==> src/rtl/axi4_console_port.sv <==
// AXI4-Lite console peripheral: TXDATA writes feed a byte FIFO drained as a valid/ready stream,
// STATUS reports FIFO occupancy, and a magic write to PASS raises a sticky tests_passed flag.
module axi4_console_port #(
  parameter int          DEPTH      = 8,
  parameter logic [31:0] PASS_MAGIC = 32'd123456789
) (
  input  logic        clk,
  input  logic        reset,
  input  logic        mem_axi_awvalid,
  output logic        mem_axi_awready,
  input  logic [31:0] mem_axi_awaddr,
  input  logic        mem_axi_wvalid,
  output logic        mem_axi_wready,
  input  logic [31:0] mem_axi_wdata,
  input  logic [3:0]  mem_axi_wstrb,
  output logic        mem_axi_bvalid,
  input  logic        mem_axi_bready,
  input  logic        mem_axi_arvalid,
  output logic        mem_axi_arready,
  input  logic [31:0] mem_axi_araddr,
  output logic        mem_axi_rvalid,
  input  logic        mem_axi_rready,
  output logic [31:0] mem_axi_rdata,
  output logic        out_valid,
  input  logic        out_ready,
  output logic [7:0]  out_data,
  output logic        tests_passed
);
  localparam int         PW      = $clog2(DEPTH);
  localparam logic [4:0] DEPTH_C = 5'(DEPTH);

  logic          aw_valid_q, aw_valid_d;
  logic [1:0]    aw_off_q, aw_off_d;
  logic          w_valid_q, w_valid_d;
  logic [31:0]   w_data_q, w_data_d;
  logic [3:0]    w_strb_q, w_strb_d;
  logic          b_valid_q, b_valid_d;
  logic          r_valid_q, r_valid_d;
  logic [31:0]   r_data_q, r_data_d;
  logic          pass_q, pass_d;
  logic [PW-1:0] wr_ptr_q, wr_ptr_d;
  logic [PW-1:0] rd_ptr_q, rd_ptr_d;
  logic [4:0]    count_q, count_d;
  logic [7:0]    mem_q [DEPTH];

  logic full, empty, pending, stall, commit, push, pop;
  logic aw_hs, w_hs, ar_hs;
  logic unused_addr;

  assign unused_addr = ^{mem_axi_awaddr[31:4], mem_axi_awaddr[1:0],
                         mem_axi_araddr[31:4], mem_axi_araddr[1:0]};

  assign full  = (count_q == DEPTH_C);
  assign empty = (count_q == 5'd0);

  // A TXDATA write with a byte to push waits while the FIFO is full; the
  // full flag is the registered one, so a pop only unblocks it next cycle.
  always_comb begin
    pending = aw_valid_q && w_valid_q && !b_valid_q;
    stall   = pending && (aw_off_q == 2'd0) && w_strb_q[0] && full;
    commit  = pending && !stall;
    push    = commit && (aw_off_q == 2'd0) && w_strb_q[0];
    pop     = !empty && out_ready;
    aw_hs   = mem_axi_awvalid && !aw_valid_q && !b_valid_q;
    w_hs    = mem_axi_wvalid && !w_valid_q && !b_valid_q;
    ar_hs   = mem_axi_arvalid && !r_valid_q;
  end

  always_comb begin
    aw_valid_d = aw_valid_q;
    aw_off_d   = aw_off_q;
    w_valid_d  = w_valid_q;
    w_data_d   = w_data_q;
    w_strb_d   = w_strb_q;
    b_valid_d  = b_valid_q;
    pass_d     = pass_q;
    if (commit) begin
      aw_valid_d = 1'b0;
      w_valid_d  = 1'b0;
      b_valid_d  = 1'b1;
    end else if (b_valid_q && mem_axi_bready) begin
      b_valid_d = 1'b0;
    end
    if (aw_hs) begin
      aw_valid_d = 1'b1;
      aw_off_d   = mem_axi_awaddr[3:2];
    end
    if (w_hs) begin
      w_valid_d = 1'b1;
      w_data_d  = mem_axi_wdata;
      w_strb_d  = mem_axi_wstrb;
    end
    if (commit && (aw_off_q == 2'd2) && (w_strb_q == 4'hF) && (w_data_q == PASS_MAGIC))
      pass_d = 1'b1;
  end

  always_comb begin
    wr_ptr_d = wr_ptr_q + PW'(push);
    rd_ptr_d = rd_ptr_q + PW'(pop);
    count_d  = count_q + 5'(push) - 5'(pop);
  end

  // Read data is captured from pre-update state at the AR handshake.
  always_comb begin
    r_valid_d = r_valid_q;
    r_data_d  = r_data_q;
    if (ar_hs) begin
      r_valid_d = 1'b1;
      case (mem_axi_araddr[3:2])
        2'd1:    r_data_d = {24'b0, count_q, 1'b0, full, empty};
        2'd2:    r_data_d = {31'b0, pass_q};
        default: r_data_d = 32'h0;
      endcase
    end else if (r_valid_q && mem_axi_rready) begin
      r_valid_d = 1'b0;
    end
  end

  always_ff @(posedge clk) begin
    if (reset) begin
      aw_valid_q <= 1'b0;
      aw_off_q   <= 2'd0;
      w_valid_q  <= 1'b0;
      w_data_q   <= 32'h0;
      w_strb_q   <= 4'h0;
      b_valid_q  <= 1'b0;
      r_valid_q  <= 1'b0;
      r_data_q   <= 32'h0;
      pass_q     <= 1'b0;
      wr_ptr_q   <= '0;
      rd_ptr_q   <= '0;
      count_q    <= 5'd0;
    end else begin
      aw_valid_q <= aw_valid_d;
      aw_off_q   <= aw_off_d;
      w_valid_q  <= w_valid_d;
      w_data_q   <= w_data_d;
      w_strb_q   <= w_strb_d;
      b_valid_q  <= b_valid_d;
      r_valid_q  <= r_valid_d;
      r_data_q   <= r_data_d;
      pass_q     <= pass_d;
      wr_ptr_q   <= wr_ptr_d;
      rd_ptr_q   <= rd_ptr_d;
      count_q    <= count_d;
    end
  end

  always_ff @(posedge clk) begin
    if (push)
      mem_q[wr_ptr_q] <= w_data_q[7:0];
  end

  // Outputs are forced idle for the whole reset window, including its first cycle.
  assign mem_axi_awready = !reset && !aw_valid_q && !b_valid_q;
  assign mem_axi_wready  = !reset && !w_valid_q && !b_valid_q;
  assign mem_axi_bvalid  = !reset && b_valid_q;
  assign mem_axi_arready = !reset && !r_valid_q;
  assign mem_axi_rvalid  = !reset && r_valid_q;
  assign mem_axi_rdata   = reset ? 32'h0 : r_data_q;
  assign out_valid       = !reset && !empty;
  assign out_data        = (reset || empty) ? 8'h00 : mem_q[rd_ptr_q];
  assign tests_passed    = !reset && pass_q;

endmodule

==> config.mk <==
export PLATFORM = sky130hd
export DESIGN_NAME = axi4_console_port
export DESIGN_NICKNAME = d
export VERILOG_FILES = /design/src/rtl/axi4_console_port.sv
export SDC_FILE = /design/constraint.sdc
export NUM_CORES = 1
export LEC_CHECK = 0
export ABC_CLOCK_PERIOD_IN_PS = 3200
export BUFFER_PORTS_ARGS = -buffer_cell sky130_fd_sc_hd__buf_2
export CAP_MARGIN = 10
export CORE_UTILIZATION = 35
export CTS_BUF_LIST = sky130_fd_sc_hd__clkbuf_8
export DETAILED_ROUTE_END_ITERATION = 8
export GPL_TIMING_DRIVEN = 0
export PLACE_DENSITY_LB_ADDON = 0.3
export SLEW_MARGIN = 25
export SYNTH_ARGS = -nofsm -noshare
export SYNTH_HDL_FRONTEND = slang
export SYNTH_SLANG_ARGS = --single-unit
==> constraint.sdc <==
create_clock -name clk -period 3.2 [get_ports clk]
set_input_delay 0.32 -clock clk [delete_from_list [all_inputs] [get_ports clk]]
set_output_delay 0.32 -clock clk [all_outputs]
set_load 0.02 [all_outputs]
==> impl_metrics.ini, run 1 <==
[status]
status = finished, final reports clean

[min_path]
hold_start = mem_axi_wdata[24]
whs_path_depth = 3
whs_endpoint = w_data_q[24]
min_path_type = in2reg

[drt]
via_per_inst = 4.63
firstDrtPassIters = 5
drc = 0
top_layer = met4
drt-total-wl_um = 11000
wl_per_cell_um = 14.4
vias = 3543
dr_wl_met2_um = 5350
wl_met3_um = 634
ant_nets = 0
met1_length_um = 4920
initialDrtViolationCount = 169

[pwr]
irDropWorstVdd_mv = 0.234
power_leakage_nw = 2.49
pwr_density_cell_mw_per_mm2 = 627

[yosys]
syn_area_mm2 = 0.00525
synth_edf_count = 64
syn_area_per_cell_um2 = 11.6
yosys_warnings = 0
synth.distinct_cells = 44
async_flop_share = 0
ys_ff_latch = 125
synth_cells = 452
ys.flop_type = edfxtp_1
ys_seq_area_frac = 0.598

[floorplanning]
die_w_um = 125
start_util = 0.360
row_count = 44
io-pin-count = 155
die_h_um = 125
core-area_mm2 = 0.0146
dieArea_mm2 = 0.0155

[global_route]
grtUsageTotal = 0.149
grt_overflow = 0
antenna_found_initial = 0
grt_pass1_wl_um = 18000
grt_max_degree = 17
grt_pass1_vias = 3538

[critical_path]
r2r_slack_ns = 0.18
crit_type = reg2reg
required_ns = 3.49
r2r_end = count_q[4]
endpoint_kind = flip-flop
cp.arrival_ns = 3.31
crit_fanout = 6
start_kind = flip-flop
worstReg2RegStart = count_q[2]
reg2reg_depth = 15

[sta]
fin_crit_ns = 3.02
finClkSkew_ns = 0.0114
setup_ws_ns = 0.175
max-slew-margin-rel = 0.414
slew_violations = 0
period_share = 0.945
holdWs_ns = 0.131
worstMarginPinSlew_ns = 0.875
finalHoldViolCount = 0
setup_viol = 0
fmax_mhz = 331

[cts]
cts-root-buf = clkbuf_8
clk_path_buf_depth = 2
ctsHtreeMaxLevel = 4
insertion_delay_ns = 0.42
clk_pin_slew_ns = 0.08
cts_made_buffers = 17
cts_tree = done
holdBufCountCts = 0
cts.sinks = 125

[finish]
antenna_cells = 0
seqCellArea_mm2 = 0.00314
multi_input_area_mm2 = 0.00191
nets = 691
drive_above_1_share = 0.277
mostFrequentLayoutCell = nand2_1
areaGrowthSynthToFinish_pct = 21.3
fillers = 1369
stdcell_count = 765
mostFrequentLayoutCells = 83 x nand2_1, 72 x buf_2, 64 x edfxtp_1, 61 x dfxtp_1, 49 x a21oi_1

[place]
dp_cells = 732
io_buffers = 69
dp.final_hpwl_um = 8070
gp_congestion = 0.760
dp_slack_ns = 0.0918

[job]
drv_cap = 0
## cells by family after synthesis
kind of cell               after synthesis  synth area share
DFF                                    125             0.598
xor gates and xnor gates                 4           0.00667
adders and majority gates               14            0.0348
and+or+nand+nor                        168             0.154
other                                    1          0.000714
muxes                                   26            0.0877
AOI/OAI and AO/OA                       54            0.0543
buffers and inverters                   60            0.0636
## metrics by stage
step | area [um^2] | power, mW | TNS, ns | utilization
2_1_floorplan | 5340 | 2.49 | 0 | -
3_3_place_gp | 5920 | 2.69 | -1.05 | 0.406
3_5_place_dp | 5960 | 2.72 | 0 | 0.409
4_1_cts | 6340 | 4.02 | 0 | 0.435
5_1_grt | 6370 | 4.21 | -0.00773 | 0.437
6_report | 6370 | 4.00 | 0 | 0.437
## power breakdown
part / total [mW] / switching, mW / internal [mW]
sequential: 1.84 / 0.0821 / 1.76
combinational: 0.840 / 0.447 / 0.393
clock: 1.31 / 0.623 / 0.689
total: 4.00 / 1.15 / 2.84
## critical path: stages, from the launching register on
cell,delay (ns)
dfxtp_1,0.33
inv_1,0.11
ha_1,0.17
or4b_4,0.48
o21ai_4,0.19
or2_1,0.15
buf_6,0.14
ha_1,0.22
inv_1,0.05
ha_1,0.15
inv_1,0.05
fa_1,0.39
nor2b_2,0.15
o21bai_1,0.09
a21oi_1,0.15
nor3b_1,0.06
## how the worst max path moves through the flow
stage | from | to | slack [ns]
final | count_q[2] | count_q[4] | 0.18
after global routing | count_q[2] | count_q[4] | -0.008
after CTS | count_q[2] | count_q[4] | 0.06
after detailed placement | count_q[2] | count_q[4] | 0.09
after global placement | count_q[2] | mem_q[0][6] | -0.13
after floorplan | count_q[2] | count_q[4] | 0.45
## registers in the layout (all words and copies together) (netlist names), 2 cells and up
name and count:
rd_ptr_q 3, count_q 5, mem_q 64, wr_ptr_q 3, w_strb_q 4, w_data_q 32
aw_off_q 2, r_data_q 7
## layout make-up
class / count / area share
Clock buffer: 17 / 0.0367
Timing Repair Buffer: 74 / 0.0597
Inverter: 12 / 0.00707
Buffer: 48 / 0.0453
Multi-Input combinational cell: 291 / 0.299
Clock inverter: 14 / 0.0230
Sequential cell: 125 / 0.493
Tap cell: 184 / 0.0361
## metal layers
metal / vias up / track usage
li1: 1761 / -
met1: 1668 / 0.191
met2: 102 / 0.250
met3: 12 / 0.0344
met4: 0 / 0.0454
met5: - / 0
## synthesized netlist by cell type, types with 2 or more instances
cell type | number | area, um^2
nor4b_1 | 4 | 35.0
buf_4 | 26 | 195
xnor2_1 | 3 | 26.3
buf_2 | 2 | 10.0
ha_1 | 13 | 163
nor3b_1 | 3 | 22.5
nor2b_1 | 18 | 113
dfxtp_1 | 61 | 1220
edfxtp_1 | 64 | 1920
inv_1 | 11 | 41.3
nor2_1 | 23 | 86.3
mux4_2 | 16 | 360
nor3_1 | 7 | 35.0
nand3_1 | 8 | 40.0
clkbuf_1 | 14 | 52.6
nand4b_1 | 2 | 17.5
nand2b_1 | 5 | 31.3
nor4_1 | 3 | 18.8
nand2_1 | 83 | 312
mux2i_1 | 10 | 100
nand4_1 | 2 | 12.5
a21oi_1 | 49 | 245
buf_1 | 4 | 15.0
## timing repair
item	CTS	global route
gates resized for setup	0	3
setup buffers	0	2
endpoints found under the hold margin	0	0
setup endpoints to repair	0	1
Note: power is estimated with default switching activity, not from simulation.
==> inputs of run 2 (changes only) <==
CORE_MARGIN = 3   (was not set)
==> run 2 against run 1 <==
- clock-buffer cell count grew 2
- clock skew grew 0.0011 ns
- worst hold slack is essentially flat
- largest power group unchanged
- utilization grew 0.44 points
- final cell count shrank 0.26%
==> impl_metrics.ini, run 2 (synthesis results as in run 1) <==
[status]
status = finished, final reports clean

[drt]
vias = 3569
drt-total-wl_um = 11200
via_per_inst = 4.68
drc = 0
initialDrtViolationCount = 216
wl_per_cell_um = 14.7
firstDrtPassIters = 5
ant_nets = 0

[critical_path]
crit_fanout = 6
crit_buf_inv = 4
worstReg2RegStart = count_q[2]
critPathSlowestCell = or4b_4
start_kind = flip-flop
cp-startpoint = count_q[2]
cp.arrival_ns = 3.32
reg2reg_depth = 15
cpPeakStageDelay_ns = 0.49
cp.depth = 15
path_delay_family = adder cells
crit_type = reg2reg
endpoint_kind = flip-flop
required_ns = 3.48
critical_path.endpoint = count_q[4]
r2r_end = count_q[4]
r2r_slack_ns = 0.16
cp_cell_sequence = inv_1, ha_1, or4b_4, o21ai_4, or2_1, buf_6, ha_1, inv_1, ha_1, inv_1, fa_1, nor2b_2, o21bai_1, a21oi_1, nor3b_1

[place]
dp_slack_ns = 0.108
dp_cells = 730
gp_congestion = 0.777
dp.final_hpwl_um = 8050
io_buffers = 69
place_area_mm2 = 0.00595

[finish]
areaGrowthSynthToFinish_pct = 22.6
antenna_cells = 0
nets = 688
fillers = 1376
largest-register = mem_q
mostFrequentLayoutCells = 83 x nand2_1, 71 x buf_2, 64 x edfxtp_1, 61 x dfxtp_1, 49 x a21oi_1
stdcell_count = 763
finish.instance_area_mm2 = 0.00644
drive_above_1_share = 0.275
fin_util = 0.441
largest_reg_flops = 64
mostFrequentLayoutCell = nand2_1
reg.largest.list = mem_q x64, w_data_q x32, r_data_q x7

[sta]
holdWs_ns = 0.130
fmax_mhz = 329
max-slew-margin-rel = 0.417
setup_ws_ns = 0.161
worstMarginPinSlew_ns = 0.872
setup_viol = 0
slew_violations = 0
fin_setup_tns_ns = 0
finalHoldViolCount = 0
fin_crit_ns = 3.04
period_share = 0.950
finClkSkew_ns = 0.0125

[floorplanning]
core-area_mm2 = 0.0146
io-pin-count = 155
die_h_um = 129
dieArea_mm2 = 0.0165
start_util = 0.360
die_w_um = 129
row_count = 44

[pwr]
power_leakage_nw = 2.53
pwr_density_cell_mw_per_mm2 = 660
p_total_mw = 4.25
irDropWorstVdd_mv = 0.278

[cts]
cts_made_buffers = 17
ctsHtreeMaxLevel = 4
insertion_delay_ns = 0.43
clk_path_buf_depth = 2
cts.sinks = 125
cts-root-buf = clkbuf_8
clk_pin_slew_ns = 0.07
cts_tree = done

[global_route]
antenna_found_initial = 0
grt_overflow = 0
use_met1 = 0.191
grtUsageTotal = 0.142
met3_usage = 0.0444
grt_max_degree = 17
grt_util_met2 = 0.224
grt_pass1_vias = 3515
grt_pass1_wl_um = 18100
grt.busiest_layer = met2

[min_path]
whs_path_depth = 3
min_path_type = in2reg

[job]
drv_cap = 0
[run 2: final cells by class]
| cell class | instances | area (um^2) | share of cell area |
|---|---|---|---|
| repair buffers | 71 | 360 | 0.0560 |
| multi-input cells | 291 | 1910 | 0.297 |
| inverters | 12 | 45.0 | 0.00700 |
| plain buffers | 48 | 289 | 0.0449 |
| well taps | 184 | 230 | 0.0358 |
| clock inverters | 13 | 196 | 0.0305 |
| flip-flops and latches | 125 | 3140 | 0.488 |
| clock buffers | 19 | 262 | 0.0406 |
[run 2: tightest hold or removal path: cells and delay by family]
family | cells | cell delay, ns
AOI/OAI and AO/OA | 1 | 0.05
and+or+nand+nor | 1 | 0.04
buffers and inverters | 1 | 0.10
[run 2: worst min-delay path by stage]
stage                       from      endpoint  slack (ns)
4_1_cts        mem_axi_wdata[24]  w_data_q[24]        0.11
3_5_place_dp        w_data_q[22]  w_data_q[22]        0.44
3_3_place_gp        w_data_q[31]  w_data_q[31]        0.44
2_1_floorplan        r_data_q[3]   r_data_q[3]        0.43
5_1_grt        mem_axi_wdata[24]  w_data_q[24]         0.1
6_report       mem_axi_wdata[19]  w_data_q[19]        0.13
[run 2: power breakdown]
group / switching [mW] / leakage (nW) / total, mW / internal, mW
Combinational: 0.448 / 1.19 / 0.844 / 0.396
Clock: 0.595 / 0.243 / 1.56 / 0.964
Sequential: 0.0866 / 1.10 / 1.85 / 1.76
[run 2: what timing repair did]
action	4_1_cts	5_1_grt
endpoints found under the setup margin	0	1
gates resized for setup	0	4
buffers inserted	0	1
hold buffers	0	0
[run 2: metal layers]
layer / up-vias / wire [um]
met5: - / 0
met4: 0 / 104
met3: 11 / 570
met2: 105 / 5280
met1: 1690 / 5220
li1: 1763 / -
